==> src/rtl/cordic_pkg.sv <==
// Shared CORDIC constants for the rotation and vectoring engines: atan table, gain, angle limits, FSM states.
// Angles are degrees*2^16; lengths are Q16.16.
package cordic_pkg;

    localparam int ITER_MAX = 16;

    localparam logic [31:0]        K_GAIN = 32'h0000_9B74;
    localparam logic signed [31:0] DEG90  = 32'sd5898240;
    localparam logic signed [31:0] DEG180 = 32'sd11796480;
    localparam logic signed [31:0] DEG360 = 32'sd23592960;

    localparam logic signed [31:0] ATAN_TAB [0:ITER_MAX-1] = '{
        32'sd2949120, 32'sd1740992, 32'sd919872, 32'sd466944,
        32'sd234368,  32'sd117312,  32'sd58688,  32'sd29312,
        32'sd14656,   32'sd7360,    32'sd3648,   32'sd1856,
        32'sd896,     32'sd448,     32'sd256,    32'sd128
    };

    typedef enum logic [1:0] {
        ST_IDLE = 2'd0,
        ST_ITER = 2'd1,
        ST_POST = 2'd2
    } state_t;

    function automatic logic signed [31:0] atan_lut(input logic [3:0] idx);
        return ATAN_TAB[idx];
    endfunction

endpackage

==> src/rtl/cordic_vec_iter.sv <==
// One vectoring micro-rotation that drives y toward zero; purely combinational.
// Latency 0; no flow control, the owning FSM decides when the result is captured.
module cordic_vec_iter (
    input  logic signed [31:0] x,
    input  logic signed [31:0] y,
    input  logic signed [31:0] z,
    input  logic        [3:0]  shift,
    input  logic signed [31:0] atan,
    output logic signed [31:0] x_nxt,
    output logic signed [31:0] y_nxt,
    output logic signed [31:0] z_nxt
);

    logic signed [31:0] xs;
    logic signed [31:0] ys;

    assign xs = x >>> shift;
    assign ys = y >>> shift;

    // y >= 0 rotates clockwise (angle accumulates up), y < 0 anticlockwise
    always_comb begin
        if (!y[31]) begin
            x_nxt = x + ys;
            y_nxt = y - xs;
            z_nxt = z + atan;
        end else begin
            x_nxt = x - ys;
            y_nxt = y + xs;
            z_nxt = z - atan;
        end
    end

endmodule

==> src/rtl/cordic_vec.sv <==
// Iterative vectoring CORDIC: (x,y) Q16.16 -> atan2 in degrees*2^16 and K-compensated magnitude.
// Latency ITER+1 edges from accept to done; vld is only honoured in IDLE, requests while busy are dropped.
module cordic_vec #(
    parameter int          ITER   = 16,
    parameter logic [31:0] K_GAIN = cordic_pkg::K_GAIN
) (
    input  logic               clk,
    input  logic               rst_n,
    input  logic               vld,
    input  logic signed [31:0] x_in,
    input  logic signed [31:0] y_in,
    output logic               busy,
    output logic               done,
    output logic signed [31:0] angle,
    output logic        [31:0] magnitude
);
    import cordic_pkg::*;

    state_t             state;
    logic        [4:0]  cnt;
    logic signed [31:0] x_q, y_q, z_q;
    logic               zero_q;

    logic signed [31:0] fx, fy, fz;
    logic signed [31:0] x_nxt, y_nxt, z_nxt;
    logic signed [31:0] atan_i;
    logic signed [47:0] x_ext, k_ext, prod;

    // Fold left-half-plane inputs by +/-90 deg so the core only sees x >= 0
    always_comb begin
        fx = x_in;
        fy = y_in;
        fz = '0;
        if (x_in[31]) begin
            if (!y_in[31]) begin
                fx = y_in;
                fy = -x_in;
                fz = DEG90;
            end else begin
                fx = -y_in;
                fy = x_in;
                fz = -DEG90;
            end
        end
    end

    assign atan_i = atan_lut(cnt[3:0]);

    cordic_vec_iter u_iter (
        .x     (x_q),
        .y     (y_q),
        .z     (z_q),
        .shift (cnt[3:0]),
        .atan  (atan_i),
        .x_nxt (x_nxt),
        .y_nxt (y_nxt),
        .z_nxt (z_nxt)
    );

    assign x_ext = 48'(x_q);
    assign k_ext = 48'(K_GAIN);
    assign prod  = x_ext * k_ext;

    always_ff @(posedge clk or negedge rst_n) begin
        if (!rst_n) begin
            state     <= ST_IDLE;
            cnt       <= '0;
            x_q       <= '0;
            y_q       <= '0;
            z_q       <= '0;
            zero_q    <= 1'b0;
            busy      <= 1'b0;
            done      <= 1'b0;
            angle     <= '0;
            magnitude <= '0;
        end else begin
            done <= 1'b0;
            case (state)
                ST_IDLE: begin
                    if (vld) begin
                        x_q    <= fx;
                        y_q    <= fy;
                        z_q    <= fz;
                        zero_q <= (x_in == '0) && (y_in == '0);
                        cnt    <= '0;
                        busy   <= 1'b1;
                        state  <= ST_ITER;
                    end
                end
                ST_ITER: begin
                    x_q <= x_nxt;
                    y_q <= y_nxt;
                    z_q <= z_nxt;
                    cnt <= cnt + 5'd1;
                    if (cnt == 5'(ITER - 1))
                        state <= ST_POST;
                end
                ST_POST: begin
                    state <= ST_IDLE;
                    busy  <= 1'b0;
                    done  <= 1'b1;
                    if (zero_q) begin
                        angle     <= '0;
                        magnitude <= '0;
                    end else begin
                        angle     <= (z_q > DEG180) ? (z_q - DEG360) : z_q;
                        magnitude <= prod[47:16];
                    end
                end
                default: begin
                    state <= ST_IDLE;
                    busy  <= 1'b0;
                end
            endcase
        end
    end

endmodule
==> config.mk <==
export PLATFORM = sky130hd
export DESIGN_NAME = cordic_vec
export DESIGN_NICKNAME = d
export VERILOG_FILES = /design/src/rtl/cordic_pkg.sv /design/src/rtl/cordic_vec_iter.sv /design/src/rtl/cordic_vec.sv
export SDC_FILE = /design/constraint.sdc
export NUM_CORES = 2
export LEC_CHECK = 0
export ABC_AREA = 1
export CAP_MARGIN = 5
export CORE_MARGIN = 2
export CORE_UTILIZATION = 23
export CTS_BUF_LIST = sky130_fd_sc_hd__clkbuf_4
export DETAILED_ROUTE_END_ITERATION = 10
export PLACE_DENSITY = 0.43
export SLEW_MARGIN = 15
export SYNTH_ARGS = -nofsm -noshare
export SYNTH_HDL_FRONTEND = slang
export SYNTH_SLANG_ARGS = --single-unit
==> constraint.sdc <==
create_clock -name clk -period 5.6 [get_ports clk]
set_clock_uncertainty 0.1 [all_clocks]
set_input_delay 1.12 -clock clk [delete_from_list [all_inputs] [get_ports clk]]
set_output_delay 1.12 -clock clk [all_outputs]
set_load 0.1 [all_outputs]
### Word level (Yosys, flattened, before mapping)

Memory sizes are Yosys's and may differ from the RTL's.
Cells that the tools add are included.

| storage, ports and cells | value |
|---|---|
| bits in registers | 170 |
| bits in read-only memories | 512 |
| input bits | 67 |
| output and inout port bits | 66 |
| word-level logic and storage cells | 70 |
| memories | 1 |

| operators by class | value |
|---|---|
| add/sub/neg operators | 10 |
| multiply operators | 1 |
| magnitude comparators | 2 |
| equal/unequal tests | 5 |
| shift operators | 2 |
| multiplexer cells | 28 |
| bitwise gates (word level) | 2 |
| reduce and logical (&&, ||, !) cells | 9 |

Memories:

| memory | words | bits a word | rd ports | clocked after Yosys merged registers in | wr ports | RTL line | RTL |
|---|---|---|---|---|---|---|---|
| (no name shown) | 16 | 32 | 1 | 0 | 0 | cordic_pkg.sv:26 | `return ATAN_TAB[idx];` |

Operators with widths:

| operator | number |
|---|---|
| $mux W32 | 17 |
| $pmux W32 S2 | 3 |
| $add A32 B32 Y32 | 3 |
| $sub A32 B32 Y32 | 3 |
| $logic_not A32 Y1 | 2 |
| $neg A32 Y32 | 2 |
| $sshr A32 B4 Y32 | 2 |
| $mul A32 B15 Y46 const B | 1 |
| $gt A32 B25 Y1 const B | 1 |
| $sub A32 B26 Y32 const B | 1 |
| $pmux W5 S2 | 1 |
| $reduce_and A2 Y1 | 4 |
| $add A5 B1 Y5 const B | 1 |
| $eq A5 B4 Y1 const B | 1 |
| $ge A5 B5 Y1 const B | 1 |
| $mux W5 | 1 |
| $not A4 Y5 | 1 |
| $mux W2 | 2 |
| $ne A2 B2 Y1 const B | 2 |
| $pmux W2 S2 | 1 |
| $eq A2 B1 Y1 const B | 1 |
| $eq A2 B2 Y1 const B | 1 |
| $logic_not A2 Y1 | 1 |
| $mux W1 | 2 |
| other kinds (4) | 4 |

### Depth between registers and ports, before layout

| logic depth | value |
|---|---|
| depth in word-level cells | 7 |
| depth in mapped cells | 37 |
| gate-level depth less buffers | 35 |

### Cells and area by module

From an unflattened synthesis, not the netlist that was laid out.

| unflattened totals | value |
|---|---|
| cell total of the unflattened synthesis | 4849 |
| area total of the unflattened synthesis | 31527.7 um2 |

By module, submodules not included:

| module | instances | cells an instance | area each (um2) | seq. area each (um2) |
|---|---|---|---|---|
| cordic_vec | 1 | 2737 | 20380.8 | 4254.1 |
| cordic_vec_iter | 1 | 2112 | 11146.9 | 0.0 |

### Worst setup path after synthesis

No wires, ideal clock.

| timing path | value |
|---|---|
| path kind | reg-to-reg |
| start | register x_q[22] |
| end | register magnitude[20] |
| library setup time | 129 ps |
| arrival time | 5047 ps |
| data required time | 5371 ps |
| slack | 324 ps |
| stages on the path, launching flop included | 23 |
| buffers on the path | 0 |
| clock period less this slack | 5276 ps |
| path through | dfrtp_1 -> ha_1 -> inv_1 -> fa_1 -> inv_1 -> fa_1 -> fa_1 -> fa_1 -> inv_1 -> fa_1 -> inv_1 -> ha_1 -> nand2_1 -> nor2_1 -> inv_1 -> nor2_1 -> inv_1 -> nor4_1 -> a21oi_1 -> o31ai_1 -> nand2_1 -> nand2_1 -> o21ai_0 |

| between the ends | value |
|---|---|
| word-level cells in the longest chain between the ends | 2 |

RTL lines:

| element | RTL line | RTL |
|---|---|---|
| start, declared | cordic_vec.sv:21 | `logic signed [31:0] x_q, y_q, z_q;` |
| start signal, assigned | cordic_vec.sv:91 | `x_q <= x_nxt;` |
| $mul A32 B15 Y46 | cordic_vec.sv:62 | `assign prod = x_ext * k_ext;` |
| $mux W32 | cordic_vec.sv:102 | `if (zero_q) begin` |
| end signal, assigned | cordic_vec.sv:107 | `magnitude <= prod[47:16];` |
| end, declared | cordic_vec.sv:15 | `output logic [31:0] magnitude` |

No other way between the ends.
A chain may end at the register's enable or synchronous reset.

### Worst setup path in the final report

| timing path | value |
|---|---|
| start | register x_q[11] |
| end | register magnitude[12] |

Same word-level chain as after synthesis.

==> run_results.csv <==
group,metric,value,unit
outcome,status,"finished, final reports clean",
floorplanning,die_y,358,um
synthesis,synth-edff-count,0,
worst_setup_path,cpMostUsedCell,"inv_1",
placement,gp_congestion,0.904,
timing,drv_slew,0,
global_routing,grt_pass1_vias,28900,
synthesis,yosys-top-cells-area,"dfrtp_1 14%, ha_1 13%, fa_1 13%, nand2_1 11%, inv_1 8.3%",
synthesis,syn_inst,4230,
timing,hold_violations,0,
timing,fmax,184,MHz
global_routing,grt_pass1_wl,172000,um
worst_setup_path,required,6260,ps
clocking,htree_levels,4,
floorplanning,design.die.area,0.128,mm^2
synthesis,synth-seq-cells,165,
worst_setup_path,cp.arrival,6110,ps
worst_setup_path,max_stage_delay,540,ps
synthesis,yosysMostFrequentCell,"nand2_1",
timing,fin_crit_sh,97.3,%
synthesis,synth_top_area_share,14.3,%
detailed_routing,drtIter0Drc,1819,
synthesis,synthesis.nets,4781,
detailed_routing,drcViolationCount,0,
global_routing,grt_usage,17.4,%
worst_setup_path,crit_chain,"buf_4 -> buf_4 -> ha_1 -> ha_1 -> inv_1 -> fa_1 -> inv_1 -> fa_1 -> fa_1 -> inv_1 -> fa_1 -> inv_1 -> ha_1 -> nand2_1 -> nand2_1 -> a31oi_1 -> inv_1 -> a21oi_2 -> o21ai_1 -> buf_4 -> a21oi_2 -> buf_4 -> xor2_2 -> o31ai_1",
synthesis,ys.flop_type,"dfrtp_1",
detailed_routing,antenna_left,0,
floorplanning,rows,130,
clocking,clock_path_buffers,2,
detailed_routing,drt-wirelength-per-cell,18.3,um
placement,post-dp-hpwl,94200,um
synthesis,async_flop_share,100,%
timing,setup_viol_count_final,0,
timing,fin_crit,5450,ps
global_routing,grt_overflow,0,
worst_setup_path,path_buf_inv,9,
detailed_routing,totalWireLength,113000,um
synthesis,avgSynthCellArea,6.83,um^2
detailed_routing,vias_per_cell,4.67,
placement,numPortBuffers,132,
floorplanning,io_pins,133,
timing,slew_headroom,27.0,%
min_path,hold_class,"in2async",
detailed_routing,num_vias,28800,
global_routing,grt_max_degree,106,
clocking,cts_hold_buf,0,
cells_and_area,drive_gt1_share,12.7,%
clocking,insertion_delay,920,ps
run,drv_cap,0,
floorplanning,initial_core_util,23.1,%
worst_setup_path,critPathLaunchType,"register",
worst_setup_path,worstSetupPathType,"reg2reg",
clocking,cts-root-buf,"clkbuf_4",
worst_setup_path,cp-end-kind,"register",
synthesis,synth.distinct_cells,64,
synthesis,syn_area,0.0289,mm^2
timing,rsz0062_at_grt,"yes",
worst_setup_path,cp_max_fo,6,
synthesis,yosys_warnings,0,
clocking,clkTransAtPathRegs,170,ps
synthesis,yosysSeqAreaShare,14.3,%
synthesis,yosys-top-cells-count,"881 x nand2_1, 642 x inv_1, 394 x nand3_1, 303 x nor2_1, 300 x ha_1",
clocking,cts_buffers,17,
clocking,cts.sinks,165,
cells_and_area,final_util,27.9,%
floorplanning,dieWidth,358,um
detailed_routing,dr.pass1.iters,6,
timing,worst_slew_pin_slew,1090,ps
floorplanning,coreArea,0.125,mm^2
cells_and_area,synthToLayoutAreaGrowth,20.6,%
worst_setup_path,cp_top_family,"adder cells",
global_routing,antenna_found_initial,6,
clocking,cts_tree,"yes",
worst_setup_path,slowest_stage,"fa_1",
synthesis,synth_top_cell_by_area,"dfrtp_1",
cells_and_area,nets,5046,
## cells in the final DEF (no fill, tap or decap), types with 17 or more instances in the layout
cell type,n
o21ai_1,37
nor3_1,34
xnor2_1,36
fa_1,184
clkdlybuf4s50_1,130
o21bai_1,34
clkbuf_4,17
nand3_1,388
ha_1,256
inv_2,21
o22ai_1,24
nor2_2,32
xor2_1,142
o211ai_1,26
a21o_1,25
o31ai_1,18
o21ai_0,257
a21oi_1,255
dfrtp_1,138
o21a_1,28
a21oi_2,34
nand3_2,22
nand2_2,38
a31oi_1,27
inv_1,631
nand4_1,37
nand2_1,867
nor2_1,272
ha_4,30
buf_4,243
dfrtp_2,27
## worst reg2reg max path, delay by kind of cell, from the launching register on
kind,cells,cell delay (ps)
adder cells (fa/ha/maj),7,2920
buffers and inverters,9,900
AO/OA/AOI/OAI,5,620
flip-flops,1,500
AND/OR/NAND/NOR,2,150
XOR/XNOR,1,140
## logic make-up (layout without fill, tap and decap cells)
family          after synthesis  after routing  share of synthesized area [%]
simple gates               1741           1741                           26.0
compound gates              853            853                           17.2
buf+inv                     795           1073                           10.9
fa+ha+maj                   484            484                           25.7
xor+xnor                    191            191                           5.82
flops                       165            165                           14.3
mux                           1              1                         0.0346
other cells                   0              8                              0
## registers in the layout, indices dropped and copies added, names as in the netlist
name,count
zero_q,1
cnt,5
busy,1
angle,30
z_q,29
state,2
y_q,32
done,1
x_q,32
magnitude,32
## cell type report
type                    instances  area, um^2
diodes                          8        20.0
repair buffers                381        3260
clock inverters                15         181
flip-flops and latches        165        4160
clock buffers                  17         128
inverters                     660        2490
fillers                     13900       90200
well taps                    1650        2060
multi-input cells            3270       22500
## worst paths after layout
path / startpoint / endpoint / slack (ps) / cells past startpoint
setup reg to reg: x_q[11]$_DFFE_PN0P_ / magnitude[12]$_DFFE_PN0P_ / 150 / 24
hold / removal: rst_n / z_q[7]$_DFFE_PN0P_ / 90 / 1
min in group clk: magnitude[17]$_DFFE_PN0P_ / magnitude[17]$_DFFE_PN0P_ / 410 / 2
setup / recovery: x_q[11]$_DFFE_PN0P_ / magnitude[12]$_DFFE_PN0P_ / 150 / 24
hold reg to reg: magnitude[17]$_DFFE_PN0P_ / magnitude[17]$_DFFE_PN0P_ / 410 / 2
max in group asynchronous: rst_n / x_q[28]$_DFFE_PN0P_ / 4230 / 2
## metrics by stage
| step | std cells | worst slack [ps] | instance area (um^2) | TNS, ps | hold WS (ps) |
|---|---|---|---|---|---|
| 4_1_cts | 6131 | -22.7 | 33800 | -22.7 | 24.0 |
| 3_3_place_gp | 6092 | -324 | 33300 | -1760 | 367 |
| 3_5_place_dp | 6092 | -269 | 33300 | -1390 | 367 |
| 6_report | 6166 | 151 | 34800 | 0 | 86.5 |
| 5_1_grt | 6163 | -43.8 | 34800 | -268 | 64.0 |
| 2_1_floorplan | 4230 | 324 | 28900 | 0 | 327 |
## what timing repair did
| item | in CTS | in global routing |
|---|---|---|
| setup endpoints to repair | 12 | 27 |
| pin swaps | 1 | 44 |
| endpoints found under the hold margin | 0 | 0 |
| setup buffers | 7 | 27 |
| gates resized for setup | 26 | 203 |
| gates cloned | 0 | 0 |
## layer usage
layer / vias up / GRT usage (%) / routed length, um
li1: 14500 / - / -
met1: 13700 / 23.5 / 53400
met2: 493 / 29.3 / 52800
met3: 108 / 1.86 / 3880
met4: 0 / 5.07 / 2720
met5: - / 0 / 0
Power is not shown: default switching activity piles up to over one toggle a cycle in this logic, so the estimate is an artifact.
